### config.mk
export PLATFORM = sky130hd
export DESIGN_NAME = pwm_capture
export DESIGN_NICKNAME = d
export VERILOG_FILES = /design/src/rtl/pwm_capture_pkg.sv /design/src/rtl/pwm_capture_input_sync.sv /design/src/rtl/pwm_capture.sv
export SDC_FILE = /design/constraint.sdc
export NUM_CORES = 1
export LEC_CHECK = 0
export CORE_UTILIZATION = 55
export CTS_BUF_LIST = sky130_fd_sc_hd__clkbuf_2 sky130_fd_sc_hd__clkbuf_4 sky130_fd_sc_hd__clkbuf_8
export DETAILED_ROUTE_END_ITERATION = 10
export GPL_TIMING_DRIVEN = 0
export PLACE_DENSITY = 0.78
export SLEW_MARGIN = 10
export SYNTH_ARGS = -nofsm -noshare
export SYNTH_HDL_FRONTEND = slang
export SYNTH_SLANG_ARGS = --single-unit
### constraint.sdc
create_clock -name clk -period 4.75 [get_ports clk]
set_clock_uncertainty 0.15 [all_clocks]
set_input_delay 0.7125 -clock clk [delete_from_list [all_inputs] [get_ports clk]]
set_output_delay 0.7125 -clock clk [all_outputs]
set_load 0.02 [all_outputs]
### src/rtl/pwm_capture_pkg.sv
// Shared definitions for the PWM capture block: FSM state encoding.
// Encodings match the PWM generator so that both sides decode state dumps alike.
package pwm_capture_pkg;

    typedef enum logic [1:0] {
        ST_IDLE    = 2'd0,
        ST_MEASURE = 2'd1,
        ST_STALLED = 2'd2
    } cap_state_t;

endpackage

### src/rtl/pwm_capture_input_sync.sv
// PWM input front end: synchroniser, optional glitch filter, rising-edge detector.
// Optional filter enabled by defining PWM_CAPTURE_FILTER_EN.
module pwm_capture_input_sync #(
    parameter int SYNC_STAGES = 2,
    parameter int FILTER_LEN  = 3
) (
    input  logic clk,
    input  logic rst,
    input  logic pwm_in,
    output logic lvl,
    output logic rise
);

    logic [SYNC_STAGES-1:0] sync_q;
    logic                   synced;
    logic                   lvl_d;

    always_ff @(posedge clk or posedge rst) begin
        if (rst) sync_q <= '0;
        else     sync_q <= {sync_q[SYNC_STAGES-2:0], pwm_in};
    end

    assign synced = sync_q[SYNC_STAGES-1];

`ifdef PWM_CAPTURE_FILTER_EN
    localparam int FW = (FILTER_LEN > 1) ? $clog2(FILTER_LEN) : 1;

    logic [FW-1:0] stable_cnt;
    logic          lvl_q;

    // Level flips only after the synced input has disagreed for FILTER_LEN cycles in a row.
    always_ff @(posedge clk or posedge rst) begin
        if (rst) begin
            lvl_q      <= 1'b0;
            stable_cnt <= '0;
        end else if (synced != lvl_q) begin
            if (stable_cnt == FW'(FILTER_LEN - 1)) begin
                lvl_q      <= synced;
                stable_cnt <= '0;
            end else begin
                stable_cnt <= stable_cnt + FW'(1);
            end
        end else begin
            stable_cnt <= '0;
        end
    end

    assign lvl = lvl_q;
`else
    // FILTER_LEN only matters when the filter is built in.
    logic unused_filter_cfg;
    assign unused_filter_cfg = (FILTER_LEN > 0);
    assign lvl = synced;
`endif

    always_ff @(posedge clk or posedge rst) begin
        if (rst) lvl_d <= 1'b0;
        else     lvl_d <= lvl;
    end

    assign rise = lvl & ~lvl_d;

endmodule

### src/rtl/pwm_capture.sv
// PWM capture: measures period and high time between rising edges, flags a stuck line.
// Build option PWM_CAPTURE_FILTER_EN adds a FILTER_LEN-cycle glitch filter on the input.
module pwm_capture
    import pwm_capture_pkg::*;
#(
    parameter int CNT_WIDTH   = 16,
    parameter int SYNC_STAGES = 2,
    parameter int FILTER_LEN  = 3
) (
    input  logic                 clk,
    input  logic                 rst,
    input  logic                 pwm_in,
    output logic [CNT_WIDTH-1:0] period_out,
    output logic [CNT_WIDTH-1:0] high_out,
    output logic                 meas_valid,
    output logic                 timeout,
    output logic                 level_out
);

    localparam logic [CNT_WIDTH-1:0] CNT_MAX = '1;

    cap_state_t           state, state_n;
    logic [CNT_WIDTH-1:0] pcnt, pcnt_n;
    logic [CNT_WIDTH-1:0] hcnt, hcnt_n;
    logic [CNT_WIDTH-1:0] period_n, high_n;
    logic                 valid_n, timeout_n;
    logic                 lvl, rise;

    pwm_capture_input_sync #(
        .SYNC_STAGES (SYNC_STAGES),
        .FILTER_LEN  (FILTER_LEN)
    ) u_input_sync (
        .clk    (clk),
        .rst    (rst),
        .pwm_in (pwm_in),
        .lvl    (lvl),
        .rise   (rise)
    );

    assign level_out = lvl;

    always_ff @(posedge clk or posedge rst) begin
        if (rst) begin
            state      <= ST_IDLE;
            pcnt       <= '0;
            hcnt       <= '0;
            period_out <= '0;
            high_out   <= '0;
            meas_valid <= 1'b0;
            timeout    <= 1'b0;
        end else begin
            state      <= state_n;
            pcnt       <= pcnt_n;
            hcnt       <= hcnt_n;
            period_out <= period_n;
            high_out   <= high_n;
            meas_valid <= valid_n;
            timeout    <= timeout_n;
        end
    end

    always_comb begin
        state_n   = state;
        pcnt_n    = pcnt;
        hcnt_n    = hcnt;
        period_n  = period_out;
        high_n    = high_out;
        valid_n   = 1'b0;
        timeout_n = timeout;
        unique case (state)
            ST_IDLE: begin
                if (rise) begin
                    state_n = ST_MEASURE;
                    pcnt_n  = CNT_WIDTH'(1);
                    hcnt_n  = CNT_WIDTH'(1);
                end
            end
            ST_MEASURE: begin
                if (rise) begin
                    period_n = pcnt;
                    high_n   = hcnt;
                    valid_n  = 1'b1;
                    pcnt_n   = CNT_WIDTH'(1);
                    hcnt_n   = CNT_WIDTH'(1);
                end else if (pcnt == CNT_MAX) begin
                    // Line stuck: report a saturated period instead of wrapping.
                    state_n   = ST_STALLED;
                    valid_n   = 1'b1;
                    period_n  = CNT_MAX;
                    high_n    = lvl ? CNT_MAX : '0;
                    timeout_n = 1'b1;
                end else begin
                    pcnt_n = pcnt + CNT_WIDTH'(1);
                    hcnt_n = hcnt + CNT_WIDTH'(lvl);
                end
            end
            ST_STALLED: begin
                // The partial period ending at this edge is never reported.
                if (rise) begin
                    state_n   = ST_MEASURE;
                    pcnt_n    = CNT_WIDTH'(1);
                    hcnt_n    = CNT_WIDTH'(1);
                    timeout_n = 1'b0;
                end
            end
            default: state_n = ST_IDLE;
        endcase
    end

endmodule

==> results_dict.tcl <==
set metrics [dict create \
    result_of_the_run "finished, final reports clean" \
    detailedRoute.firstPassIterationCount 4 \
    floorplan_core_area_sq_um 5920 \
    cts.root.buffer_cell "sky130_fd_sc_hd__clkbuf_8" \
    p_leak_nw 1.65 \
    grt_antenna_before_repair 0 \
    worst_path_dominant_cell_family "simple AND/OR/NAND/NOR gates" \
    grt_start_max_net_pins 38 \
    totalWireLength_microns 6980 \
    worst-setup-path-type "flop to flop" \
    gpl.final_weighted_congestion 0.812 \
    critPathCaptureType "flop" \
    max_capacitance_violation_count 0 \
    drt_first_iter_violations 131 \
    syn_area_sq_um 3360 \
    worstSetupStartpoint "pcnt[0]" \
    synth-edff-count 0 \
    crit_top_cell "sky130_fd_sc_hd__buf_2" \
    place.port_buffers 37 \
    chip_width_microns 80.1 \
    average_routed_wire_per_standard_cell_microns 16.6 \
    peakVddDrop_mv 0.270 \
    first_global_vias 2336 \
    grt_pass1_wl_microns 11300 \
    top_level_ports 38 \
    crit_buf_inv 2 \
    die_height_microns 80.1 \
    synthToLayoutAreaGrowth_pct 20.8 \
    final_cell_area_sq_um 4060 \
    clock_tree.htree_level_count 3 \
    met2_length_microns 3360 \
    cts.hold.buffers_added 0 \
    final-setup-viol-count 0 \
    async_reset_ff_frac 1.00 \
    met3_length_microns 273 \
    proportion_of_synthesized_chip_area_in_sequential_cells 0.529 \
    place_hpwl_microns 4850 \
    worst_r2r_startpoint "pcnt[0]" \
    min_from "u_input_sync.sync_q[0]" \
    regToRegSetupSlack_ns 2.27 \
    clockBufferDepth 2 \
    clock_latency_on_the_worst_skew_pair_ns 0.35 \
    yosys_warnings 0 \
    critical-path-max-stage-delay_ns 0.43 \
    synth_seq_cells 71 \
    fin_nets 348 \
    rows 28 \
    worstPathArrival_ns 2.57 \
    drt.antenna.violating_nets 0 \
    overall_fraction_of_global_route_tracks_in_use 0.236 \
    num-fill-cells 452 \
    hold_viol_final 0 \
    vias_cell 5.94 \
    cell_breakdown_of_the_critical_path "ha_1 -> nand3_2 -> nor3_1 -> buf_2 -> nand2_1 -> buf_2 -> o221a_4" \
    cts_resized 0 \
    highest-signal-layer "met4" \
    final_period_minus_worst_setup_slack_ns 2.48 \
    cts.reportedPaths.clkPinSlew_ns 0.07 \
    netlist_instances 293 \
    clock_sink_count 71 \
    layout-drive-gt1-share 0.145 \
    slowest_cell_on_crit_path "sky130_fd_sc_hd__dfrtp_1" \
    pwr_density_cell_nw_per_um2 426 \
    tns_ns 0 \
    timing.slew.headroom 0.549 \
    worstPathMaxFanout 10 \
    route.vias.total 2501 \
    max_freq_mhz 402 \
    grt_setup_unrepaired "no" \
    min_path_type "flop to flop" \
    floorplan.die_area_sq_um 6420 \
    routedLengthMet1_microns 3200 \
    cts_tree "yes" \
    cts.repair_timing.setup_buffer_count 0 \
    starting_density 0.567 \
    postSynthNetCount 299 \
    leading_register_cell_type_out_of_synthesis "sky130_fd_sc_hd__dfrtp_1" \
    endpoint_required_time_on_the_critical_path_ns 4.83 \
    worst-slew-pin-transition_ns 0.670 \
    fin_crit_share 0.523 \
    final_max_slew_viol_count 0 \
    placed_standard_cell_area_sq_um 3840 \
    antennaDiodeCount 0 \
    synth_area_per_cell_sq_um 11.5 \
    grt_remaining_overflow 0 \
    synth_cell_types 42 \
    tritoncts.num_buffers 9 \
    startpoint_type "flop" \
    detail_route.drc_violations 0 \
]
## cells by family after synthesis
group | Yosys count | share of synthesized area
and+or+nand+nor | 93 | 0.139
AOI/OAI and AO/OA | 79 | 0.224
DFF | 71 | 0.529
xor gates and xnor gates | 25 | 0.0652
buffers and inverters | 22 | 0.0320
adders and majority gates | 3 | 0.0112
## layout by cell type, fill, tap and decap left out, types with 9 or more instances in the layout
cell type                         instances
sky130_fd_sc_hd__nor2_1                  32
sky130_fd_sc_hd__o221a_4                 10
sky130_fd_sc_hd__nand2_1                 19
sky130_fd_sc_hd__o22a_1                  16
sky130_fd_sc_hd__a21oi_1                 11
sky130_fd_sc_hd__dfrtp_1                 71
sky130_fd_sc_hd__nand3_1                 10
sky130_fd_sc_hd__xnor2_1                 25
sky130_fd_sc_hd__a211oi_1                13
sky130_fd_sc_hd__clkbuf_8                 9
sky130_fd_sc_hd__clkdlybuf4s50_1         37
## Yosys cell counts, types with 2 or more instances
library cell	instances	area share
sky130_fd_sc_hd__nand4_1	5	0.0093
sky130_fd_sc_hd__o211ai_1	2	0.0045
sky130_fd_sc_hd__clkbuf_1	8	0.0089
sky130_fd_sc_hd__nor2_1	32	0.036
sky130_fd_sc_hd__a32o_1	2	0.0060
sky130_fd_sc_hd__ha_1	3	0.011
sky130_fd_sc_hd__dfrtp_1	71	0.53
sky130_fd_sc_hd__and4_1	4	0.010
sky130_fd_sc_hd__xnor2_1	25	0.065
sky130_fd_sc_hd__o221a_4	10	0.060
sky130_fd_sc_hd__o221a_2	6	0.020
sky130_fd_sc_hd__o22a_1	16	0.042
sky130_fd_sc_hd__o21ai_0	8	0.012
sky130_fd_sc_hd__inv_1	5	0.0056
sky130_fd_sc_hd__or2_2	2	0.0037
sky130_fd_sc_hd__nand3_1	10	0.015
sky130_fd_sc_hd__a211oi_1	13	0.029
sky130_fd_sc_hd__nor4_1	3	0.0056
sky130_fd_sc_hd__and3_1	4	0.0075
sky130_fd_sc_hd__nand2_1	19	0.021
sky130_fd_sc_hd__a21oi_4	2	0.0097
sky130_fd_sc_hd__nor3_1	5	0.0075
sky130_fd_sc_hd__a2111oi_0	2	0.0052
sky130_fd_sc_hd__buf_2	5	0.0075
sky130_fd_sc_hd__a21oi_1	11	0.016
sky130_fd_sc_hd__nor2b_1	2	0.0037
sky130_fd_sc_hd__buf_4	3	0.0067
## through the flow
step                      total power [mW]  instances  hold slack, ns   util  setup WS (ns)
final                                 1.73        421           0.203  0.685           2.27
after global routing                  1.80        421           0.215  0.685           2.10
after CTS                             1.74        421           0.205  0.685           2.28
after detailed placement              1.22        406           0.189  0.649           2.34
after global placement                1.21        405           0.182  0.646          0.990
after floorplan                       1.04        293           0.181      -           2.09
## worst register-to-register path, stage by stage (launching register included)
cell and delay [ns]:
sky130_fd_sc_hd__dfrtp_1 0.43, sky130_fd_sc_hd__ha_1 0.29, sky130_fd_sc_hd__nand3_2 0.13, sky130_fd_sc_hd__nor3_1 0.40
sky130_fd_sc_hd__buf_2 0.31, sky130_fd_sc_hd__nand2_1 0.22, sky130_fd_sc_hd__buf_2 0.29, sky130_fd_sc_hd__o221a_4 0.15
## power by group
part	internal [mW]	leakage (nW)	switching, mW
clock	0.292	0.105	0.225
combinational	0.232	0.648	0.204
sequential	0.695	0.899	0.0779
total	1.22	1.65	0.507
## final cells by class
type                            instances  area [sq um]  area share
Buffer                                 17          88.8      0.0219
Clock buffer                            9           124      0.0305
Clock inverter                          6          86.3      0.0213
Inverter                                5          21.3     0.00525
Multi-Input combinational cell        200          1470       0.363
Sequential cell                        71          1780       0.438
Tap cell                               75          93.8      0.0231
Timing Repair Buffer                   38           390      0.0963
## state kept, by name, indices dropped and copies added (netlist names)
register	cells
hcnt	16
pcnt	16
u_input_sync.sync_q	2
meas_valid	1
state	2
timeout	1
high_out	16
u_input_sync.lvl_d	1
period_out	16
## routing by layer
layer	track usage	up-vias
met1	0.314	1232
met5	0	-
met3	0.0455	13
met2	0.376	68
li1	-	1188
met4	0.104	0
## final timing paths
kind                                          endpoint  cells past startpoint
worst max-delay path                       high_out[9]                      7
worst min-delay path            u_input_sync.sync_q[1]                      0
worst max register to register             high_out[9]                      7
worst min register to register  u_input_sync.sync_q[1]                      0
max in group asynchronous                period_out[0]                      3
min in group asynchronous                 high_out[14]                      2
Power figures use the tool's default switching activity.
